[src/rtl/floor_request_scheduler_pkg.sv]
`default_nettype none
// ============================================================================
// Module      : floor_request_scheduler_pkg
// Description : Shared floor-count defaults and scheduler state encoding.
// Revision    : 1.0 - initial release
// ============================================================================
package floor_request_scheduler_pkg;

   localparam int FRS_NUM_FLOORS = 4;
   localparam int FRS_FLOOR_W    = 2;

   typedef enum logic [1:0] {
      S_IDLE  = 2'd0,
      S_UP    = 2'd1,
      S_DOWN  = 2'd2,
      S_SERVE = 2'd3
   } state_e;

endpackage : floor_request_scheduler_pkg
`default_nettype wire

[src/rtl/floor_request_scheduler_button_conditioner.sv]
`default_nettype none
// ============================================================================
// Module      : button_conditioner
// Description : Synchronise, debounce and rising-edge detect one raw button.
// Revision    : 1.0 - initial release
// ============================================================================
module button_conditioner #(
   parameter int DEBOUNCE_CYCLES = 4
) (
   input  logic clk,
   input  logic rst_n,
   input  logic btn_raw,
   output logic press
);

   localparam int                 c_CNT_W = $clog2(DEBOUNCE_CYCLES + 1);
   localparam logic [c_CNT_W-1:0] c_LAST  = c_CNT_W'(DEBOUNCE_CYCLES - 1);

   logic               sync1_q, sync2_q;
   logic               level_q, level_d;
   logic               press_q, press_d;
   logic [c_CNT_W-1:0] cnt_q, cnt_d;

   // The pulse is registered alongside the level toggle so it fires on the
   // same edge the new level is accepted.
   always_comb begin
      cnt_d   = '0;
      level_d = level_q;
      press_d = 1'b0;
      if (sync2_q != level_q) begin
         if (cnt_q == c_LAST) begin
            level_d = ~level_q;
            press_d = ~level_q;
         end else begin
            cnt_d = cnt_q + 1'b1;
         end
      end
   end

   always_ff @(posedge clk or negedge rst_n) begin
      if (!rst_n) begin
         sync1_q <= 1'b0;
         sync2_q <= 1'b0;
         level_q <= 1'b0;
         press_q <= 1'b0;
         cnt_q   <= '0;
      end else begin
         sync1_q <= btn_raw;
         sync2_q <= sync1_q;
         level_q <= level_d;
         press_q <= press_d;
         cnt_q   <= cnt_d;
      end
   end

   assign press = press_q;

endmodule : button_conditioner
`default_nettype wire

[src/rtl/floor_request_scheduler.sv]
`default_nettype none
// ============================================================================
// Module      : floor_request_scheduler
// Description : Button conditioning, pending-call register and SCAN scheduler.
// Revision    : 1.0 - initial release
// ============================================================================
module floor_request_scheduler
   import floor_request_scheduler_pkg::*;
#(
   parameter int NUM_FLOORS      = FRS_NUM_FLOORS,
   parameter int FLOOR_W         = FRS_FLOOR_W,
   parameter int DEBOUNCE_CYCLES = 4
) (
   input  logic                  clk,
   input  logic                  reset,
   input  logic                  enable,
   input  logic [NUM_FLOORS-1:0] cab_btn,
   input  logic [NUM_FLOORS-1:0] hall_btn,
   input  logic [FLOOR_W-1:0]    cur_floor,
   input  logic                  floor_arrive,
   input  logic                  door_done,
   output logic [NUM_FLOORS-1:0] pending,
   output logic [FLOOR_W-1:0]    target_floor,
   output logic                  move_req,
   output logic                  dir_up,
   output logic                  door_open
);

   logic [2*NUM_FLOORS-1:0] w_raw, w_press;
   logic [NUM_FLOORS-1:0]   w_req, w_set, w_clr, w_cur_onehot, w_above, w_below;
   logic                    w_any_above, w_any_below, w_pend_cur;
   logic [FLOOR_W-1:0]      w_tgt_up, w_tgt_down;

   state_e                  state_q, state_d;
   logic [NUM_FLOORS-1:0]   pending_q, pending_d;
   logic [FLOOR_W-1:0]      target_q, target_d;
   logic                    move_req_q, move_req_d;
   logic                    dir_up_q, dir_up_d;
   logic                    door_open_q, door_open_d;

   assign w_raw = {hall_btn, cab_btn};

   for (genvar g = 0; g < 2*NUM_FLOORS; g++) begin : g_btn
      button_conditioner #(
         .DEBOUNCE_CYCLES(DEBOUNCE_CYCLES)
      ) u_cond (
         .clk    (clk),
         .rst_n  (reset),
         .btn_raw(w_raw[g]),
         .press  (w_press[g])
      );
   end

   assign w_req = w_press[NUM_FLOORS-1:0] | w_press[2*NUM_FLOORS-1:NUM_FLOORS];

   always_comb begin
      w_cur_onehot = {{(NUM_FLOORS-1){1'b0}}, 1'b1} << cur_floor;
      w_above      = '0;
      w_below      = '0;
      for (int i = 0; i < NUM_FLOORS; i++) begin
         if (i > int'(cur_floor)) w_above[i] = 1'b1;
         if (i < int'(cur_floor)) w_below[i] = 1'b1;
      end
      w_any_above = |(pending_q & w_above);
      w_any_below = |(pending_q & w_below);
      w_pend_cur  = |(pending_q & w_cur_onehot);

      // Descending scan keeps the lowest hit above; ascending keeps the highest below.
      w_tgt_up = cur_floor;
      for (int i = NUM_FLOORS - 1; i >= 0; i--) begin
         if (pending_q[i] && w_above[i]) w_tgt_up = FLOOR_W'(i);
      end
      w_tgt_down = cur_floor;
      for (int i = 0; i < NUM_FLOORS; i++) begin
         if (pending_q[i] && w_below[i]) w_tgt_down = FLOOR_W'(i);
      end
   end

   always_comb begin
      w_set = w_req;
      if (state_q == S_SERVE) w_set = w_req & ~w_cur_onehot;
      w_clr = (state_q == S_SERVE && door_done) ? w_cur_onehot : '0;
      pending_d = enable ? ((pending_q | w_set) & ~w_clr) : pending_q;
   end

   always_comb begin
      state_d  = state_q;
      dir_up_d = dir_up_q;
      if (enable) begin
         case (state_q)
            S_IDLE: begin
               if (w_pend_cur) begin
                  state_d = S_SERVE;
               end else if (w_any_above) begin
                  state_d  = S_UP;
                  dir_up_d = 1'b1;
               end else if (w_any_below) begin
                  state_d  = S_DOWN;
                  dir_up_d = 1'b0;
               end
            end
            S_UP: begin
               if (floor_arrive && w_pend_cur) state_d = S_SERVE;
               else if (!w_any_above)          state_d = S_IDLE;
            end
            S_DOWN: begin
               if (floor_arrive && w_pend_cur) state_d = S_SERVE;
               else if (!w_any_below)          state_d = S_IDLE;
            end
            S_SERVE: begin
               // Above/below masks already exclude cur_floor, so the call being served never counts.
               if (door_done) begin
                  if (dir_up_q && w_any_above) begin
                     state_d = S_UP;
                  end else if (!dir_up_q && w_any_below) begin
                     state_d = S_DOWN;
                  end else if (w_any_above) begin
                     state_d  = S_UP;
                     dir_up_d = 1'b1;
                  end else if (w_any_below) begin
                     state_d  = S_DOWN;
                     dir_up_d = 1'b0;
                  end else begin
                     state_d = S_IDLE;
                  end
               end
            end
            default: state_d = S_IDLE;
         endcase
      end

      move_req_d  = (state_d == S_UP) || (state_d == S_DOWN);
      door_open_d = (state_d == S_SERVE);
      if (!enable)                 target_d = target_q;
      else if (state_d == S_UP)    target_d = w_tgt_up;
      else if (state_d == S_DOWN)  target_d = w_tgt_down;
      else                         target_d = cur_floor;
   end

   always_ff @(posedge clk or negedge reset) begin
      if (!reset) begin
         state_q     <= S_IDLE;
         pending_q   <= '0;
         target_q    <= '0;
         move_req_q  <= 1'b0;
         dir_up_q    <= 1'b0;
         door_open_q <= 1'b0;
      end else begin
         state_q     <= state_d;
         pending_q   <= pending_d;
         target_q    <= target_d;
         move_req_q  <= move_req_d;
         dir_up_q    <= dir_up_d;
         door_open_q <= door_open_d;
      end
   end

   assign pending      = pending_q;
   assign target_floor = target_q;
   assign move_req     = move_req_q;
   assign dir_up       = dir_up_q;
   assign door_open    = door_open_q;

endmodule : floor_request_scheduler
`default_nettype wire

[config.mk]
export PLATFORM = sky130hd
export DESIGN_NAME = floor_request_scheduler
export DESIGN_NICKNAME = d
export VERILOG_FILES = /design/src/rtl/floor_request_scheduler_pkg.sv /design/src/rtl/floor_request_scheduler_button_conditioner.sv /design/src/rtl/floor_request_scheduler.sv
export SDC_FILE = /design/constraint.sdc
export NUM_CORES = 1
export LEC_CHECK = 0
export BUFFER_PORTS_ARGS = -buffer_cell sky130_fd_sc_hd__buf_2
export CAP_MARGIN = 20
export CELL_PAD_IN_SITES_DETAIL_PLACEMENT = 1
export CELL_PAD_IN_SITES_GLOBAL_PLACEMENT = 2
export CORE_MARGIN = 1.5
export CORE_UTILIZATION = 43
export CTS_BUF_LIST = sky130_fd_sc_hd__clkbuf_4 sky130_fd_sc_hd__clkbuf_8 sky130_fd_sc_hd__clkbuf_16
export DETAILED_ROUTE_END_ITERATION = 12
export MAX_ROUTING_LAYER = met4
export PLACE_DENSITY = 0.94
export REMOVE_ABC_BUFFERS = 1
export SYNTH_ARGS = -nofsm -noshare
export SYNTH_HDL_FRONTEND = slang
export SYNTH_SLANG_ARGS = --single-unit
export TNS_END_PERCENT = 1
[constraint.sdc]
create_clock -name clk -period 5.8 [get_ports clk]
set_clock_uncertainty 0.1 [all_clocks]
set_input_delay 1.16 -clock clk [delete_from_list [all_inputs] [get_ports clk]]
set_output_delay 1.16 -clock clk [all_outputs]
set_load 0.01 [all_outputs]
==> results by group <==
Status
  – Status: finished, final reports clean

Timing
  – Max_slew headroom: 45.7%
  – Tmin final: 3240 ps
  – Setup TNS: 0 ps
  – Max-slew violation count: 0
  – RSZ-0062 raised after global routing: no
  – Setup Viol. Count Final: 0
  – Final hold vios: 0
  – Pin slew with the least headroom to its limit: 815 ps
  – Setup ws final: 2560 ps
  – Fmax: 0.309 GHz
  – Fin crit share: 55.8%

Layout
  – Area grow syn2layout: 14.6%
  – Diodes inserted: 0
  – Fill cells: 619
  – Final nets: 265
  – Commonest non-fill, non-tap cell in the layout: dfrtp_1
  – Share of cells above drive strength 1: 21.7%
  – Most frequent cells in the layout: dfrtp_1 (67), buf_2 (23), nor2b_1 (14)

Floorplanning
  – Initial core utilization: 45.3%
  – Num rows: 28
  – Die area: 6800 µm²
  – Die X: 82.4 µm
  – Die H: 82.4 µm
  – # IOs: 24
  – CORE AREA: 5990 µm²

Routing
  – Wire length per cell: 14.7 µm
  – DRC Markers: 0
  – Post-Route WL: 4690 µm
  – First-pass DRT Iterations: 4
  – Initial DRC count: 41
  – Post-route ant nets: 0
  – Vias: 1688
  – Vias per cell: 5.29

Critical path
  – CP Capture Type: flop
  – Reg-to-reg critical path startpoint: pending[2]
  – Crit path kind: input port to flop
  – Worst Path Required: 5920 ps
  – Reg-to-Reg End: target_floor[1]
  – R2r setup slk: 3090 ps
  – Startpoint types: input port
  – CP arrival: 3360 ps
  – Reg2reg path depth: 10
  – CP Max Fanout: 11

Pwr
  – Peak supply drop: 0.290 mV
  – P_leak: 1.48 nW
  – Cell area power density: 485 nW/µm²

Run
  – Max Cap Viol: 0

Global route
  – Total track usage: 17.1%
  – Grt peak-use layer: met2
  – Total gr overflow: 0
  – GR Layer Usage met2: 28.0%
  – Largest net degree at the start of global routing: 68
  – Met1 GRT Util: 18.4%
  – Vias in the first global route: 1832
  – Met3 Use GR: 8.02%
  – Initial antenna violation count: 0
  – Global-route wire length before repair: 8050 µm

Clock network
  – H-tree Lvls: 3
  – Clock sink total: 67
  – Hold buffer count at CTS: 0
  – Clock buffer count from CTS: 9
  – CTS tree: done
  – Clk_lat worst skew: 340 ps
  – Clk slew on worst S/H paths: 70 ps
  – CTS resizes: 0
  – Root Driver: clkbuf_8
  – Bufs on Longest Clock Path: 2
  – Postcts setup bufs: 0

Synthesis
  – Post-synthesis register bit count: 67
  – Number of synthesized flops with an enable pin: 0
  – Netlist cell types: 39
  – Yosys Warn Count: 0
  – Share of synthesized registers carrying an async set or reset: 100%
  – Netlist Area Pre-Place: 2710 µm²
  – Sequential-to-total area share from yosys stat: 61.8%
  – Syn Area/Cell: 12.9 µm²
  – Cell count after synthesis: 210
  – Primary FF master, synth: dfrtp_1

Min path
  – Worst Hold Class: flop to flop
  – Hold_sp: g_btn[0].u_cond.sync1_q
  – WHS Endpoint: g_btn[0].u_cond.sync2_q
  – WHS Path Cells: 0

Placement
  – Port bufs: 23
  – GP Congestion: 0.816
  – Final HPWL DP: 3330 µm
  – Dpl ws: 2240 ps
registers in the layout, summed over array words and instances (netlist names), 2 cells and up:
name                  cells
pending                   4
target_floor              2
state_q                   2
g_btn.u_cond.sync2_q      8
g_btn.u_cond.sync1_q      8
g_btn.u_cond.cnt_q       24
g_btn.u_cond.level_q      8
g_btn.u_cond.press        8
routing by layer:
layer / vias up / routed length, µm / part of all wire (%)
li1: 795 / - / -
met1: 858 / 2010 / 43
met2: 31 / 2410 / 51
met3: 4 / 225 / 4.8
met4: 0 / 45 / 0.96
met5: - / 0 / 0
where the power goes:
part	leakage [nW]	switching [W]	internal, W
logic	0.526	0.000215	0.000206
registers	0.846	0.000101	0.000586
clock network	0.106	0.000176	0.000223
per-stage QoR:
stage	instances	util (%)	total power, W	instance area (µm²)	hold slack (ps)
final	319	51.9	0.00151	3110	251
after global routing	319	51.9	0.00162	3110	259
after CTS	319	51.9	0.00154	3110	253
after detailed placement	303	48.4	0.00112	2900	236
after global placement	303	48.4	0.00110	2900	232
after floorplan	204	-	0.000983	2680	231
critical path, cell delays in order:
cell and delay, ps:
buf_2 190, inv_1 100, a21oi_1 270, o22ai_1 140, a221o_1 380, a31oi_1 270, ha_1 220, inv_1 50
a211o_2 300, o221ai_1 180, o21ai_0 110
cell type report:
| cell class | count | area, µm² | share of cell area (%) |
|---|---|---|---|
| clock buffers | 11 | 151 | 4.87 |
| multi-input cells | 127 | 967 | 31.1 |
| repair buffers | 24 | 123 | 3.94 |
| inverters | 10 | 37.5 | 1.21 |
| clock inverters | 5 | 60.1 | 1.93 |
| well taps | 75 | 93.8 | 3.02 |
| flip-flops and latches | 67 | 1680 | 53.9 |
how the worst max path moves through the flow:
stage	start	to	slack [ps]	cells past startpoint
5_1_grt	cur_floor[1]	target_floor[1]	2370	11
3_5_place_dp	cur_floor[1]	target_floor[1]	2240	11
4_1_cts	cur_floor[0]	target_floor[1]	2580	9
6_report	cur_floor[1]	target_floor[1]	2560	11
3_3_place_gp	cur_floor[0]	target_floor[1]	2290	9
2_1_floorplan	cur_floor[0]	target_floor[1]	2640	8
synthesized netlist by cell type, drive strengths merged, types with 2 or more instances:
cell type | n | area [µm²]
nand3 | 2 | 10.0
nor2 | 9 | 33.8
o22a | 2 | 17.5
nand2 | 4 | 15.0
o21a | 2 | 15.0
a22oi | 2 | 15.0
clkbuf | 3 | 15.0
mux2 | 8 | 90.1
ha | 11 | 138
xnor2 | 8 | 70.1
and3b | 8 | 70.1
nor3b | 11 | 82.6
dfrtp | 67 | 1680
nor3 | 8 | 40.0
buf | 3 | 17.5
a21oi | 12 | 63.8
a2111oi | 2 | 17.5
o211ai | 2 | 15.0
inv | 10 | 37.5
o21ai | 7 | 35.0
nor2b | 14 | 87.6
cell families (layout without fill, tap and decap cells):
group | after synthesis | after routing | synth area share, %
and+or+nand+nor | 59 | 59 | 13.3
xor gates and xnor gates | 8 | 8 | 2.58
DFF | 67 | 67 | 61.8
AOI/OAI and AO/OA | 39 | 39 | 10.2
muxes | 9 | 9 | 4.15
buffers and inverters | 16 | 50 | 2.58
adders and majority gates | 12 | 12 | 5.44
No activity file was read; power rests on OpenSTA's default activity.
